<file path="config.mk">
export PLATFORM = sky130hd
export DESIGN_NAME = ssd_scan_driver
export DESIGN_NICKNAME = d
export VERILOG_FILES = /design/src/rtl/ssd_scan_driver.sv
export SDC_FILE = /design/constraint.sdc
export NUM_CORES = 1
export LEC_CHECK = 0
export BUFFER_PORTS_ARGS = -buffer_cell sky130_fd_sc_hd__buf_2
export CORE_MARGIN = 2
export CORE_UTILIZATION = 61
export DETAILED_ROUTE_END_ITERATION = 12
export PLACE_DENSITY = 0.92
export SKIP_LAST_GASP = 1
export SYNTH_ARGS = -nofsm -noshare
export SYNTH_HDL_FRONTEND = slang
export SYNTH_SLANG_ARGS = --single-unit
</file>
<file path="constraint.sdc">
create_clock -name clk -period 6.5 [get_ports clk]
set_input_delay 1.3 -clock clk [delete_from_list [all_inputs] [get_ports clk]]
set_output_delay 1.3 -clock clk [all_outputs]
set_load 0.02 [all_outputs]
</file>
<file path="src/rtl/ssd_scan_driver.sv">
// Four-digit common-anode seven-segment scan driver for the 20-bit lock symbol bus.
// Optional 1 Hz digit blinking is compiled in when SSD_BLINK_EN is defined.
module ssd_scan_driver #(
  parameter int REFRESH_DIV = 100000,
  parameter int BLINK_HALF  = 50000000
) (
  input  logic        clk,
  input  logic        rst,
  input  logic [19:0] ssd,
  input  logic [3:0]  blink_mask,
  output logic [3:0]  AN,
  output logic [6:0]  seven_out
);

  localparam int RW = (REFRESH_DIV > 2) ? $clog2(REFRESH_DIV) : 1;
  localparam logic [RW-1:0] REF_LAST = RW'(REFRESH_DIV - 1);
  localparam logic [4:0] CODE_BLANK = 5'b10011;
  localparam logic [6:0] SEG_OFF = 7'b1111111;

  localparam logic [1:0] DIG0 = 2'd0;
  localparam logic [1:0] DIG3 = 2'd3;

  logic [RW-1:0] ref_cnt_q, ref_cnt_d;
  logic [1:0]    idx_q, idx_d;
  logic [19:0]   snap_q, snap_d;
  logic [3:0]    an_q, an_d;
  logic [6:0]    seg_q, seg_d;
  logic          tick;
  logic          frame_load;
  logic          phase;
  logic [3:0]    mask_snap;
  logic [4:0]    digit_code [4];
  logic [4:0]    cur_code;

  // Segment patterns are active-low, ordered {a,b,c,d,e,f,g}.
  function automatic logic [6:0] decode(input logic [4:0] code);
    logic [6:0] seg;
    case (code)
      5'd0:    seg = 7'b0000001;
      5'd1:    seg = 7'b1001111;
      5'd2:    seg = 7'b0010010;
      5'd3:    seg = 7'b0000110;
      5'd4:    seg = 7'b1001100;
      5'd5:    seg = 7'b0100100;
      5'd6:    seg = 7'b0100000;
      5'd7:    seg = 7'b0001111;
      5'd8:    seg = 7'b0000000;
      5'd9:    seg = 7'b0000100;
      5'd10:   seg = 7'b0110001;
      5'd11:   seg = 7'b1110001;
      5'd12:   seg = 7'b0100100;
      5'd13:   seg = 7'b1000010;
      5'd14:   seg = 7'b0000001;
      5'd15:   seg = 7'b0011000;
      5'd16:   seg = 7'b0110000;
      5'd17:   seg = 7'b1101010;
      5'd18:   seg = 7'b1111110;
      5'd20:   seg = 7'b1111010;
      default: seg = SEG_OFF;
    endcase
    return seg;
  endfunction

  genvar gi;
  generate
    for (gi = 0; gi < 4; gi++) begin : g_digit
      assign digit_code[gi] = snap_q[gi*5 +: 5];
    end
  endgenerate

  assign tick       = (ref_cnt_q == REF_LAST);
  assign frame_load = tick && (idx_q == DIG0);
  assign cur_code   = digit_code[idx_q];

  always_comb begin
    ref_cnt_d = tick ? '0 : ref_cnt_q + RW'(1);
    idx_d     = tick ? idx_q - 2'd1 : idx_q;
    snap_d    = frame_load ? ssd : snap_q;
  end

`ifdef SSD_BLINK_EN
  localparam int BW = (BLINK_HALF > 2) ? $clog2(BLINK_HALF) : 1;
  localparam logic [BW-1:0] BLINK_LAST = BW'(BLINK_HALF - 1);

  logic [BW-1:0] blink_cnt_q, blink_cnt_d;
  logic          phase_q, phase_d;
  logic [3:0]    mask_q, mask_d;

  // Free-running: snapshot loads never restart the blink period.
  always_comb begin
    blink_cnt_d = (blink_cnt_q == BLINK_LAST) ? '0 : blink_cnt_q + BW'(1);
    phase_d     = (blink_cnt_q == BLINK_LAST) ? ~phase_q : phase_q;
    mask_d      = frame_load ? blink_mask : mask_q;
  end

  always_ff @(posedge clk or posedge rst) begin
    if (rst) begin
      blink_cnt_q <= '0;
      phase_q     <= 1'b1;
      mask_q      <= 4'b0000;
    end else begin
      blink_cnt_q <= blink_cnt_d;
      phase_q     <= phase_d;
      mask_q      <= mask_d;
    end
  end

  assign phase     = phase_q;
  assign mask_snap = mask_q;
`else
  logic unused_blink_mask;
  assign unused_blink_mask = ^blink_mask;
  assign phase             = 1'b1;
  assign mask_snap         = 4'b0000;
`endif

  always_comb begin
    an_d  = ~(4'b0001 << idx_q);
    seg_d = decode(cur_code);
    if (!phase && mask_snap[idx_q]) begin
      an_d  = 4'b1111;
      seg_d = SEG_OFF;
    end
  end

  always_ff @(posedge clk or posedge rst) begin
    if (rst) begin
      ref_cnt_q <= '0;
      idx_q     <= DIG0;
      snap_q    <= {4{CODE_BLANK}};
      an_q      <= 4'b1111;
      seg_q     <= SEG_OFF;
    end else begin
      ref_cnt_q <= ref_cnt_d;
      idx_q     <= idx_d;
      snap_q    <= snap_d;
      an_q      <= an_d;
      seg_q     <= seg_d;
    end
  end

  assign AN        = an_q;
  assign seven_out = seg_q;

  // Scan order relies on idx wrapping 0 -> 3 at the frame boundary.
  logic unused_dig3;
  assign unused_dig3 = ^DIG3;

endmodule

</file>
==> results.json <==
{
  "synth.distinct_cells": 39,
  "syn2layout_area_growth_pct": 12.4,
  "tns_ps": 0,
  "syn_nets": 241,
  "synth_top_area_cell": "dfrtp_1",
  "n_antenna_cell": 0,
  "postLayoutCellArea_um2": 2820,
  "drive_gt1_share_pct": 39.5,
  "synth_cells": 203,
  "synth_most_common_cell": "dfrtp_1",
  "clk_pin_slew_worst_paths_ps": 90,
  "placed_cell_area_um2": 2700,
  "netlist_area_um2": 2510,
  "core-area_um2": 3970,
  "antenna_left": 0,
  "gp_congestion": 0.924,
  "grt_overflow": 0,
  "antenna_found_initial": 0,
  "post-route-util_pct": 71.0,
  "yosys_most_used_dff": "dfrtp_1",
  "cts.sinks": 50,
  "regArea_um2": 1280,
  "power_leakage_nw": 1.22,
  "cts_tree": "done",
  "rsz0062_at_grt": "false",
  "worstPathArrival_ps": 2610,
  "cts_max_level": 2,
  "die_w_um": 68.1,
  "grt_pass1_vias": 1663,
  "rows": 23,
  "vias_per_cell": 5.74,
  "drc": 0,
  "io_pins": 37,
  "timing.final.crit_share_pct": 36.6,
  "status": "complete, no violations",
  "grt_pass1_wl_mm": 7.80,
  "clock_latency_ps": 300,
  "cts_resized": 0,
  "hold_viol": 0,
  "start_kind": "flop",
  "worstMarginPinSlew_ps": 987,
  "async_flop_share_pct": 100,
  "postCtsHoldBufs": 0,
  "dp_hpwl_mm": 3.17,
  "synth_seq_area_share_pct": 51.0,
  "nNetsFinal": 275,
  "ir_worst_vdd_v": 0.000181,
  "wl_mm": 4.53,
  "multi_input_area_um2": 1140,
  "cp_max_fo": 8,
  "relSlewSlack_pct": 34.1,
  "end_kind": "flop",
  "io_buffers": 32,
  "synth_commonest_cells": "dfrtp_1, dfstp_2, mux2_2",
  "holdWs_ps": 490,
  "cts_max_path_buffers": 2,
  "clock.fmax_mhz": 421,
  "grt_usage_pct": 22.9,
  "die_h_um": 68.1,
  "postCtsSetupRepairBufs": 0,
  "yosysWarnings": 0,
  "numCtsBuffers": 5,
  "synth_edf_count": 0,
  "num-fill-cells": 292,
  "wire_per_inst_um": 15.7,
  "crit_type": "flop to flop",
  "min_period_ps": 2380,
  "syn_avg_cell_area_um2": 12.4,
  "maxCapViolCount": 0,
  "synth_seq_cells": 50,
  "first_pass_iters": 4,
  "vias": 1653,
  "synthTopCellsByArea": "dfrtp_1, dfstp_2, mux2_2",
  "drt_iter0_drc": 140,
  "die_area_um2": 4640,
  "maxSlewViolCount": 0,
  "pwr_density_cell_nw_per_um2": 194,
  "hp-class": "flop to flop",
  "cts_root_buffer": "clkbuf_8",
  "finalSetupViolCount": 0,
  "skew_ps": 10.5,
  "start_util_pct": 63.1,
  "grt_max_degree": 51,
  "critPathRequiredTime_ps": 6730,
  "synthDominantCellAreaShare_pct": 26.9
}
-- metal layers --
| metal | vias to the layer above | track usage (%) | wire [µm] |
|---|---|---|---|
| met5 | - | 0 | 0 |
| met4 | 0 | 8.75 | 68 |
| met3 | 10 | 3.78 | 162 |
| met2 | 45 | 38.7 | 2280 |
| met1 | 818 | 29.6 | 2020 |
| li1 | 780 | - | - |
-- cell families after synthesis --
logic type | after synthesis | synth area share (%)
adder cells (fa/ha/maj) | 12 | 5.99
multiplexers | 33 | 16.8
buffers and inverters | 19 | 3.74
AO/OA/AOI/OAI | 19 | 4.99
flip-flops | 50 | 51.0
AND/OR/NAND/NOR | 55 | 12.2
XOR/XNOR | 15 | 5.24
-- critical path: stages, from the launching register on --
cell	delay (ps)
dfrtp_1	620
mux4_2	630
ha_1	310
mux2_1	320
or3_1	300
a21boi_1	130
-- power by group --
part	internal, W	switching [W]
logic	0.00000449	0.00000746
clock network	0.000126	0.0000975
registers	0.000312	0
-- per-stage QoR --
step	worst slack, ps	std cells	total power, W
2_1_floorplan	4040	203	0.000322
3_3_place_gp	4210	280	0.000329
3_5_place_dp	4140	280	0.000330
4_1_cts	4130	288	0.000553
5_1_grt	4040	288	0.000565
6_report	4120	288	0.000546
-- cells in the final DEF, fill, tap and decap left out, types with 2 or more instances in the layout --
master	count
nand2_1	9
nor3_1	3
o21ai_0	2
a21oi_1	7
mux2_2	21
inv_1	11
xnor2_1	12
nand3_1	6
nor2b_1	4
buf_4	2
nor2_1	8
dfrtp_1	27
and4_1	3
nor3b_1	2
nand2b_1	5
dfstp_2	23
a32o_1	2
nand4_1	4
a31oi_1	2
ha_1	12
xor2_1	3
buf_2	32
clkbuf_8	6
mux2i_1	6
or3_1	3
and2_1	2
mux4_2	5
-- path summary, 6_finish.rpt --
check | startpoint | to | slack, ps | cells after the start
setup / recovery | idx_q[0] | seven_out[6] | 4120 | 5
hold / removal | ref_cnt_q[0] | ref_cnt_q[0] | 490 | 1
setup reg to reg | idx_q[0] | seven_out[6] | 4120 | 5
hold reg to reg | ref_cnt_q[0] | ref_cnt_q[0] | 490 | 1
max in group asynchronous | rst | ref_cnt_q[12] | 4660 | 2
min in group asynchronous | rst | ref_cnt_q[5] | 1230 | 2
-- registers in the layout, indices dropped and copies added, names as in the netlist --
signal / flops
snap_q: 20
seven_out: 7
AN: 4
idx_q: 2
ref_cnt_q: 17
-- area by class of cell --
cell class	count	area share (%)
clock buffers	7	3.06
clock inverters	1	1.07
inverters	12	1.60
multi-input cells	134	40.4
flip-flops and latches	50	45.4
well taps	50	2.22
repair buffers	34	6.21
Power figures use the tool's default switching activity.
